`src/rtl/req_capture_sequencer_if.sv`:
```
// Encoder and consumer-side signals of req_capture_sequencer.
// master = sequencer side, slave = encoder/consumer side.
interface req_capture_sequencer_if;
  logic [7:0] enc_in;
  logic       enc_en_n;
  logic [2:0] enc_y;
  logic       enc_done;
  logic       valid;
  logic       ready;
  logic [2:0] idx;

  modport master (
    output enc_in, enc_en_n, valid, idx,
    input  enc_y, enc_done, ready
  );

  modport slave (
    input  enc_in, enc_en_n, valid, idx,
    output enc_y, enc_done, ready
  );
endinterface

```
`src/rtl/req_capture_sequencer.sv`:
```
// Captures request rising edges, serves them lowest-index-first through an external
// priority encoder and a valid/ready handshake. Optional macro REQ_SYNC_EN adds a 2-flop REQ synchronizer.
module req_capture_sequencer #(
  parameter int CNT_W = 8
) (
  input  logic                 clk,
  input  logic                 rst_n,
  input  logic [7:0]           req,
  input  logic                 clr,
  req_capture_sequencer_if.master bus,
  output logic                 ovf,
  output logic [CNT_W-1:0]     served_cnt
);

  typedef enum logic {IDLE = 1'b0, OFFER = 1'b1} state_t;

  state_t      state, state_next;
  logic [7:0]  req_s;
  logic [7:0]  prev;
  logic [7:0]  pending;
  logic [7:0]  rise;
  logic [7:0]  clr_mask;
  logic [2:0]  idx_q;
  logic        enc_en_n_q;
  logic        xfer;

`ifdef REQ_SYNC_EN
  logic [7:0] sync_q1, sync_q2;

  always_ff @(posedge clk or negedge rst_n) begin
    if (!rst_n) begin
      sync_q1 <= '0;
      sync_q2 <= '0;
    end else begin
      sync_q1 <= req;
      sync_q2 <= sync_q1;
    end
  end

  assign req_s = sync_q2;
`else
  assign req_s = req;
`endif

  assign rise     = req_s & ~prev;
  // A flush cancels any handshake completing on the same edge.
  assign xfer     = bus.valid & bus.ready & ~clr;
  assign clr_mask = xfer ? (8'b1 << idx_q) : 8'b0;

  // NOTE: all state below uses non-blocking assignments so every register
  // samples pre-edge values regardless of block ordering.
  always_ff @(posedge clk or negedge rst_n) begin
    if (!rst_n) begin
      prev       <= '0;
      pending    <= '0;
      ovf        <= 1'b0;
      enc_en_n_q <= 1'b1;
      served_cnt <= '0;
    end else begin
      prev       <= req_s;
      // Set wins over clear: a rise on the bit being served keeps it pending.
      pending    <= clr ? rise : ((pending & ~clr_mask) | rise);
      ovf        <= ~clr & |(rise & pending & ~clr_mask);
      enc_en_n_q <= clr;
      if (xfer) served_cnt <= served_cnt + 1'b1;
    end
  end

  // FSM state register
  always_ff @(posedge clk or negedge rst_n) begin
    if (!rst_n) state <= IDLE;
    else        state <= state_next;
  end

  // NOTE: default assignment first so no path leaves state_next unassigned
  // (which would infer a latch).
  always_comb begin
    state_next = state;
    unique case (state)
      IDLE:    if (bus.enc_done && !enc_en_n_q) state_next = OFFER;
      OFFER:   if (xfer)                        state_next = IDLE;
      default: state_next = IDLE;
    endcase
    if (clr) state_next = IDLE;
  end

  // FSM outputs
  always_comb begin
    bus.valid = (state == OFFER);
  end

  // The offered index is frozen for the whole OFFER so the consumer sees a stable value.
  always_ff @(posedge clk or negedge rst_n) begin
    if (!rst_n)                                    idx_q <= '0;
    else if (state == IDLE && state_next == OFFER) idx_q <= bus.enc_y;
  end

  assign bus.enc_in   = pending;
  assign bus.enc_en_n = enc_en_n_q;
  assign bus.idx      = idx_q;

endmodule
```
`src/flat_wrapper.sv`:
```
// flat-port wrapper written by rule: the top's interface ports become plain ports
module req_capture_sequencer_flat 
#(
  parameter int CNT_W = 8
)
  (clk, rst_n, req, clr, ovf, served_cnt, bus_enc_in, bus_enc_en_n, bus_valid, bus_idx, bus_enc_y, bus_enc_done, bus_ready);
  req_capture_sequencer_if bus_i ();
  input  logic clk;
  input  logic rst_n;
  input  logic [7:0] req;
  input  logic clr;
  output logic ovf;
  output logic [CNT_W-1:0] served_cnt;
  output wire logic [$bits(bus_i.enc_in)-1:0] bus_enc_in;
  output wire logic [$bits(bus_i.enc_en_n)-1:0] bus_enc_en_n;
  output wire logic [$bits(bus_i.valid)-1:0] bus_valid;
  output wire logic [$bits(bus_i.idx)-1:0] bus_idx;
  input wire logic [$bits(bus_i.enc_y)-1:0] bus_enc_y;
  input wire logic [$bits(bus_i.enc_done)-1:0] bus_enc_done;
  input wire logic [$bits(bus_i.ready)-1:0] bus_ready;
  assign bus_enc_in = bus_i.enc_in;
  assign bus_enc_en_n = bus_i.enc_en_n;
  assign bus_valid = bus_i.valid;
  assign bus_idx = bus_i.idx;
  assign bus_i.enc_y = bus_enc_y;
  assign bus_i.enc_done = bus_enc_done;
  assign bus_i.ready = bus_ready;
  req_capture_sequencer #(.CNT_W(CNT_W)) u_core (.clk(clk), .rst_n(rst_n), .req(req), .clr(clr), .bus(bus_i), .ovf(ovf), .served_cnt(served_cnt));
endmodule
```
`config.mk`:
```
export PLATFORM = sky130hd
export DESIGN_NAME = req_capture_sequencer_flat
export DESIGN_NICKNAME = d
export VERILOG_FILES = /design/src/rtl/req_capture_sequencer_if.sv /design/src/rtl/req_capture_sequencer.sv /design/src/flat_wrapper.sv
export SDC_FILE = /design/constraint.sdc
export NUM_CORES = 1
export LEC_CHECK = 0
export BUFFER_PORTS_ARGS = -buffer_cell sky130_fd_sc_hd__buf_2
export CORE_MARGIN = 3
export CORE_UTILIZATION = 49
export DETAILED_ROUTE_END_ITERATION = 7
export PLACE_DENSITY = 0.77
export SLEW_MARGIN = 20
export SYNTH_ARGS = -nofsm -noshare
export SYNTH_HDL_FRONTEND = slang
export SYNTH_SLANG_ARGS = --single-unit
```
`constraint.sdc`:
```
create_clock -name clk -period 1.81 [get_ports clk]
set_input_delay 0.0905 -clock clk [delete_from_list [all_inputs] [get_ports clk]]
set_output_delay 0.0905 -clock clk [all_outputs]
set_load 0.05 [all_outputs]
```
==> results of run 1 <==
## flip-flops by register name, summed over array words and instances, names as in the netlist
name and flops:
u_core.bus.valid 1, u_core.served_cnt 8, u_core.ovf 1, u_core.bus.idx 3
u_core.bus.enc_en_n 1, u_core.prev 8, u_core.bus.enc_in 8
## cell families after synthesis
family / after synthesis / share of synthesized area
AO/OA/AOI/OAI: 15 / 0.0796
XOR/XNOR: 7 / 0.0500
adder cells (fa/ha/maj): 1 / 0.0102
buffers and inverters: 5 / 0.0184
flip-flops: 30 / 0.613
multiplexers: 3 / 0.0275
AND/OR/NAND/NOR: 43 / 0.201
## per-layer routing
layer | GRT usage | part of all wire | vias to the layer above
met1 | 0.207 | 0.47 | 457
met2 | 0.264 | 0.45 | 27
met4 | 0.0915 | 0.019 | 0
met3 | 0.0580 | 0.062 | 5
met5 | 0 | 0 | -
li1 | - | - | 473
## critical path, delay by kind of cell
kind	cells	cell delay, ns
buffers and inverters	2	0.81
and+or+nand+nor	3	0.48
AOI/OAI and AO/OA	2	0.45
## final cells by class
class,instances,area (µm²),area share
multi-input cells,69,452,0.278
repair buffers,50,315,0.194
flip-flops and latches,30,752,0.463
inverters,3,11.3,0.00693
well taps,28,35.0,0.0216
clock inverters,1,5.00,0.00308
clock buffers,7,55.1,0.0339
## repair_timing
item                                   CTS  global route
setup endpoints to repair                0             0
hold buffers                            13             0
endpoints found under the hold margin   41             0
## worst min-delay path by stage
stage	slack, ns	endpoint	cells after the start	start
detailed placement	0.15	u_core.prev[5]$_DFF_PN0_	1	rst_n
global placement	0.14	u_core.bus.enc_in[0]$_DFF_PN0_	1	rst_n
finish	0.14	u_core.bus.valid$_DFF_PN0_	4	bus_ready
global route	0.18	u_core.bus.valid$_DFF_PN0_	4	bus_ready
CTS	0.12	u_core.bus.valid$_DFF_PN0_	4	bus_ready
floorplan	-0.21	u_core.bus.enc_in[0]$_DFF_PN0_	0	rst_n
## cell usage after synthesis, drive strengths merged
cell type  count  area share
nand2b         5       0.026
o21bai         1      0.0061
clkbuf         1      0.0031
nor2b          1      0.0051
nand2         16       0.049
nand4b         2       0.014
a21oi          2      0.0082
nor3b          4       0.024
nand3          3       0.012
mux2           3       0.028
xnor2          6       0.043
dfrtp         29        0.59
o22a           1      0.0071
o32a           1      0.0082
nand4          4       0.020
and3           1      0.0051
o221a          1      0.0092
nand3b         2       0.012
o21ai          5       0.020
nor2           2      0.0061
dfstp          1       0.021
o22ai          2       0.010
nor4b          1       0.012
xor2           1      0.0071
ha             1       0.010
buf            1      0.0061
inv            3      0.0092
a31oi          2       0.010
and3b          2       0.014
## report_power, final
group | total (mW) | internal [mW] | switching (mW)
Clock | 0.400 | 0.188 | 0.212
Sequential | 0.822 | 0.744 | 0.0772
Combinational | 0.484 | 0.141 | 0.343
## metrics by stage
step	cells	worst slack (ns)	utilization	total power, mW	hold WS, ns
after floorplan	104	0.0596	-	1.16	-0.205
after global placement	167	0.356	0.625	1.28	0.144
after detailed placement	167	0.288	0.625	1.30	0.150
after CTS	188	0.256	0.708	1.72	0.119
after global routing	188	0.135	0.708	1.80	0.180
final	188	0.232	0.708	1.71	0.137
==> impl_metrics.yaml, run 1 <==
run_status:
  status: "complete, no violations"
clock_network:
  numCtsBuffers: 5
  cts_root_buffer: "clkbuf_4"
  clk_latency_ns: 0.32
  postCtsSetupRepairBufs: 0
  cts-resized-gates: 0
  clock_sinks: 30
  clk_path_buf_depth: 2
  cts_tree: "built"
  cts_max_level: 2
  clkTransAtPathRegs_ns: 0.09
route:
  drc: 0
  drt-initial-drc-count: 4
  vias: 962
  vias_per_cell: 5.12
  routed_wl_mm: 2.48
  wire_per_inst_um: 13.2
  drt-pass1-iter-count: 4
  antenna_left: 0
cells_and_area:
  drive_gt1_frac: 0.313
  area_delta_synth_final_pct: 32.6
  diodes: 0
  final_nets: 176
  fillers: 193
  mostFrequentLayoutCells: "buf_2, dfrtp_1, nand2_1, dlygate4sd3_1, xnor2_1"
  final_cell_area_um2: 1630
  final_common_cell: "buf_2"
yosys:
  yosysWarnings: 0
  yosysSeqAreaShare: 0.613
  synth.distinct_cells: 29
  ys_seq_elements: 30
  syn_area_um2: 1230
  syn_avg_cell_area_um2: 11.8
  syn_inst: 104
  synth_nets: 121
global_route:
  grt_pass1_vias: 941
  grt_overflow: 0
  antenna_found_initial: 0
  grt_max_degree: 31
  grt_usage: 0.170
  grt_pass1_wl_mm: 4.10
timing:
  drv_slew: 0
  rsz0062_at_grt: "false"
  finalHoldViolations: 0
  worst_pin_slew_ns: 0.630
  setup_viol_count_final: 0
  min_period_ns: 1.58
  maxSlewHeadroom: 0.580
  skew_ns: 0.00876
  setup_tns_ns: 0
  timing.fmax_mhz: 634
  post-route-period-util: 0.872
worst_setup_path:
  cp-endpoint: "u_core.ovf$_DFF_PN0_"
  crit_type: "in2reg"
  rrSetupSlack_ns: 0.27
  end_kind: "flip-flop"
  required_ns: 2.06
  critical_path.startpoint: "clr"
  path_cells: "dlygate4sd3_1 -> buf_2 -> and3b_1 -> nand4b_1 -> nand2_1 -> o32a_1 -> a31oi_1"
  crit_fanout: 16
  r2r_cells: 5
  cpMaxStageDelayCell: "dlygate4sd3_1"
  critPathMaxStageDelay_ns: 0.53
  cp.arrival_ns: 1.83
  r2r-start: "u_core.bus.valid$_DFF_PN0_"
  worstSetupStartpointType: "input pin"
  rr_endpoint: "u_core.ovf$_DFF_PN0_"
floorplanning:
  rows: 17
  start_util: 0.534
  die_area_um2: 3140
  die_x_um: 56.0
  die_height_um: 56.0
  core_area_um2: 2300
  boundaryPins: 38
placed_design:
  placed_area_um2: 1440
  port_buffers: 37
  gp_congestion: 0.717
  hpwlAfterDp_mm: 1.79
power:
  p_leak_nw: 0.790
  vdd_drop_max_v: 0.000712
  power_density_nw_per_um2: 1050
flow_run:
  maxCapViolations: 0
worst_hold_path:
  min_path_type: "in2reg"
Note: power is estimated with default switching activity, not from simulation.
==> run 2: changes to the inputs <==
Settings changed: CORE_ASPECT_RATIO set to 1.1.
==> impl_metrics.yaml, run 2 (synthesis gave the netlist of run 1 again) <==
clock_network:
  postCtsSetupRepairBufs: 0
  cts-resized-gates: 0
  cts_root_buffer: "clkbuf_4"
  cts_max_level: 2
  cts_tree: "built"
  clock_sinks: 30
  clk_path_buf_depth: 2
  clk_latency_ns: 0.32
  clkTransAtPathRegs_ns: 0.08
  numCtsBuffers: 5
timing:
  post-route-period-util: 0.881
  maxSlewHeadroom: 0.571
  skew_ns: 0.00549
  min_period_ns: 1.59
  setup_tns_ns: 0
  finalHoldViolations: 0
  rsz0062_at_grt: "false"
  worst_pin_slew_ns: 0.644
  drv_slew: 0
  setup_viol_count_final: 0
  worst_slack_ns: 0.216
  timing.fmax_mhz: 627
cells_and_area:
  drive_gt1_frac: 0.312
  area_delta_synth_final_pct: 31.2
  fillers: 189
  final_nets: 175
  final_common_cell: "buf_2"
  multi_input_area_um2: 452
  seq_area_um2: 752
  diodes: 0
  mostFrequentLayoutCells: "buf_2, dfrtp_1, nand2_1, dlygate4sd3_1, xnor2_1"
worst_setup_path:
  crit_type: "in2reg"
  r2r_cells: 5
  required_ns: 2.00
  rrSetupSlack_ns: 0.24
  worstSetupStartpointType: "input pin"
  cp.arrival_ns: 1.79
  end_kind: "flip-flop"
  crit_fanout: 16
route:
  wire_per_inst_um: 13.4
  drt-pass1-iter-count: 4
  drc: 0
  antenna_left: 0
  vias_per_cell: 5.16
  drt-initial-drc-count: 19
  routed_wl_mm: 2.50
  vias: 964
floorplanning:
  core_area_um2: 2320
  rows: 18
  die_x_um: 53.7
  die_area_um2: 3140
  boundaryPins: 38
  start_util: 0.529
  die_height_um: 58.5
global_route:
  antenna_found_initial: 0
  grt_usage: 0.183
  grt_max_degree: 31
  grt_pass1_vias: 961
  grt_pass1_wl_mm: 4.09
  grt_overflow: 0
power:
  p_leak_nw: 0.781
  vdd_drop_max_v: 0.000683
  finalPower_mw: 1.68
  power_density_nw_per_um2: 1050
worst_hold_path:
  hold_depth: 2
  min_path_type: "in2reg"
placed_design:
  hpwlAfterDp_mm: 1.75
  dp_slack_ns: 0.265
  gp_congestion: 0.733
  port_buffers: 37
run_status:
  status: "complete, no violations"
flow_run:
  maxCapViolations: 0
[run 2: per-stage QoR]
| step | hold slack, ns | instance area, µm² | cells | utilization |
|---|---|---|---|---|
| finish | 0.0349 | 1610 | 187 | 0.694 |
| global route | 0.0191 | 1610 | 187 | 0.694 |
| CTS | 0.0106 | 1610 | 187 | 0.694 |
| global placement | 0.144 | 1440 | 169 | 0.620 |
| floorplan | -0.205 | 1230 | 104 | - |
| detailed placement | 0.155 | 1440 | 169 | 0.620 |
[run 2: worst max-delay path, cell delays in order]
cell and delay, ns:
dlygate4sd3_1 0.53, buf_2 0.21, nor3b_1 0.45, nand4b_1 0.18, nand2_1 0.12, o22a_1 0.12
a31oi_1 0.07
[run 2: area by class of cell]
type / instances / area share
Clock buffer: 6 / 0.0319
Tap cell: 30 / 0.0233
Timing Repair Buffer: 49 / 0.190
Multi-Input combinational cell: 69 / 0.281
Sequential cell: 30 / 0.467
Inverter: 3 / 0.00700
[run 2: path summary, 6_finish.rpt]
path | start | end
max reg2reg | u_core.bus.valid$_DFF_PN0_ | u_core.ovf$_DFF_PN0_
max in group asynchronous | rst_n | u_core.served_cnt[1]$_DFFE_PN0P_
min reg2reg | u_core.served_cnt[7]$_DFFE_PN0P_ | u_core.served_cnt[7]$_DFFE_PN0P_
max | clr | u_core.ovf$_DFF_PN0_
min | bus_enc_y[1] | u_core.bus.idx[1]$_DFFE_PN0P_
min in group asynchronous | rst_n | u_core.bus.enc_in[2]$_DFF_PN0_
[run 2: where the power goes]
group	internal (mW)	switching [mW]
sequential	0.744	0.0792
combinational	0.140	0.341
clock	0.175	0.203
[run 2: metal layers]
layer / global-route usage / vias up / share of wire
li1: - / 471 / -
met1: 0.211 / 455 / 0.42
met2: 0.296 / 30 / 0.50
met3: 0.0532 / 8 / 0.057
met4: 0.109 / 0 / 0.023
met5: 0 / - / 0
[run 2: what timing repair did]
action	in CTS	in global routing
hold buffers	12	0
hold endpoints to repair	40	0
setup endpoints to repair	0	0
==> run 3: changes to the inputs <==
Settings changed: ABC_AREA set to 1, CORE_UTILIZATION 49 to 50, MAX_ROUTING_LAYER set to met4.
==> impl_metrics.yaml, run 3 <==
route:
  drt-pass1-iter-count: 4
  drt-initial-drc-count: 9
  routed_wl_mm: 2.67
  drc: 0
  wire_per_inst_um: 11.2
  vias_per_cell: 4.59
  vias: 1089
  antenna_left: 0
worst_hold_path:
  min_path_type: "in2reg"
cells_and_area:
  post_layout_nonfiller_instances: 237
  final_common_cell: "nand2_1"
  mostFrequentLayoutCells: "nand2_1, buf_2, dfrtp_1, inv_1, nor2_1"
  utilization: 0.709
  drive_gt1_frac: 0.251
  final_nets: 223
  area_delta_synth_final_pct: 28.2
  final_cell_area_um2: 1690
  diodes: 0
yosys:
  synth_top_area_share: 0.550
  async_reset_ff_frac: 1.00
  post-synth-top-count-cell: "nand2_1"
  syn_avg_cell_area_um2: 8.63
  synth_commonest_cells: "nand2_1, dfrtp_1, inv_1"
  synth.area.top_cells: "dfrtp_1, nand2_1, inv_1"
  ys_seq_elements: 30
  syn_inst: 153
  yosysSeqAreaShare: 0.570
  yosysWarnings: 0
  synth_nets: 170
  syn_area_um2: 1320
  synth_area_leader_cell: "dfrtp_1"
  synth_edf_count: 0
  synth-main-ff-cell: "dfrtp_1"
  synth.distinct_cells: 17
timing:
  worst_slack_ns: 0.417
  hold_slack_ns: 0.0236
  rsz0062_at_grt: "false"
  setup_tns_ns: 0
  drv_slew: 0
  worst_pin_slew_ns: 0.661
  min_period_ns: 1.39
  timing.fmax_mhz: 718
  post-route-period-util: 0.770
  maxSlewHeadroom: 0.559
  finalHoldViolations: 0
  skew_ns: 0.0110
  setup_viol_count_final: 0
floorplanning:
  die_area_um2: 3290
  core_area_um2: 2390
  die_x_um: 55.0
  boundaryPins: 38
  start_util: 0.553
  die_height_um: 59.9
  rows: 18
clock_network:
  clock_sinks: 30
  cts_root_buffer: "clkbuf_4"
  clk_latency_ns: 0.34
  clk_path_buf_depth: 2
  clkTransAtPathRegs_ns: 0.10
  cts_max_level: 2
  cts-resized-gates: 0
  numCtsBuffers: 5
  cts_tree: "built"
global_route:
  grt_overflow: 0
  grt_pass1_vias: 1036
  grt_max_degree: 31
  grt_usage: 0.195
  grt_pass1_wl_mm: 4.27
  antenna_found_initial: 0
placed_design:
  dp.cells: 219
  gp_congestion: 0.796
  port_buffers: 37
  dp_slack_ns: 0.417
  hpwlAfterDp_mm: 1.87
  placed_area_um2: 1530
worst_setup_path:
  end_kind: "flip-flop"
  crit_type: "in2reg"
  critPathMaxStageDelay_ns: 0.54
  required_ns: 2.04
  cp.arrival_ns: 1.62
  cpMaxStageDelayCell: "dlygate4sd3_1"
  cpMostUsedCell: "nand2_1"
  crit_fanout: 13
  worstSetupStartpointType: "input pin"
  path_cells: "dlygate4sd3_1 -> buf_2 -> nor2_4 -> nand2_1 -> nor2_1 -> nand2_1 -> xnor2_1"
power:
  power_density_nw_per_um2: 1060
  vdd_drop_max_v: 0.000793
  p_leak_nw: 0.935
  finalPower_mw: 1.80
run_status:
  status: "complete, no violations"
flow_run:
  maxCapViolations: 0
run 3: power breakdown:
group | internal [mW] | switching, mW
sequential | 0.752 | 0.0779
combinational | 0.140 | 0.419
clock | 0.188 | 0.223
total | 1.08 | 0.719
run 3: path summary, 6_finish.rpt:
path | start | end | slack [ns] | cells after the start
worst max-delay path | clr | u_core.served_cnt[6]$_DFFE_PN0P_ | 0.42 | 7
worst min-delay path | bus_enc_y[0] | u_core.bus.idx[0]$_DFFE_PN0P_ | 0.02 | 3
worst max register to register | u_core.bus.valid$_DFF_PN0_ | u_core.served_cnt[6]$_DFFE_PN0P_ | 0.43 | 6
worst min register to register | u_core.prev[4]$_DFF_PN0_ | u_core.bus.enc_in[4]$_DFF_PN0_ | 0.51 | 3
max in group asynchronous | rst_n | u_core.prev[4]$_DFF_PN0_ | 1.06 | 2
min in group asynchronous | rst_n | u_core.served_cnt[7]$_DFFE_PN0P_ | 0.32 | 2
run 3: final cells by class:
| class | count | area (µm²) |
|---|---|---|
| Tap cell | 30 | 37.5 |
| Inverter | 25 | 93.8 |
| Clock buffer | 7 | 55.1 |
| Fill cell | 215 | 696 |
| Clock inverter | 1 | 5.00 |
| Sequential cell | 30 | 752 |
| Multi-Input combinational cell | 97 | 463 |
| Timing Repair Buffer | 47 | 285 |
run 3: what timing repair did:
| action | in CTS | in global routing |
|---|---|---|
| setup endpoints to repair | 0 | 0 |
| hold endpoints to repair | 47 | 0 |
| hold buffers | 10 | 0 |
| setup buffers | 0 | 0 |
run 3: cells by family (layout without fill, tap and decap cells):
| group | Yosys count | after routing | synth area share |
|---|---|---|---|
| XOR/XNOR | 6 | 6 | 0.0398 |
| AO/OA/AOI/OAI | 6 | 6 | 0.0246 |
| flip-flops | 30 | 30 | 0.570 |
| buffers and inverters | 26 | 80 | 0.0796 |
| adder cells (fa/ha/maj) | 1 | 1 | 0.00948 |
| AND/OR/NAND/NOR | 84 | 84 | 0.277 |
run 3: worst max-delay path, delay by kind of cell:
| kind | cells | cell delay, ns |
|---|---|---|
| buffers and inverters | 2 | 0.71 |
| XOR/XNOR | 1 | 0.13 |
| AND/OR/NAND/NOR | 4 | 0.69 |
run 3: routing by layer:
metal / track usage / up-vias / part of all wire / routed length [µm]
met5: - / - / 0 / 0
met4: 0.0938 / 0 / 0.026 / 68
met3: 0.0848 / 9 / 0.066 / 176
met2: 0.296 / 31 / 0.46 / 1240
met1: 0.218 / 483 / 0.44 / 1180
li1: - / 566 / - / -
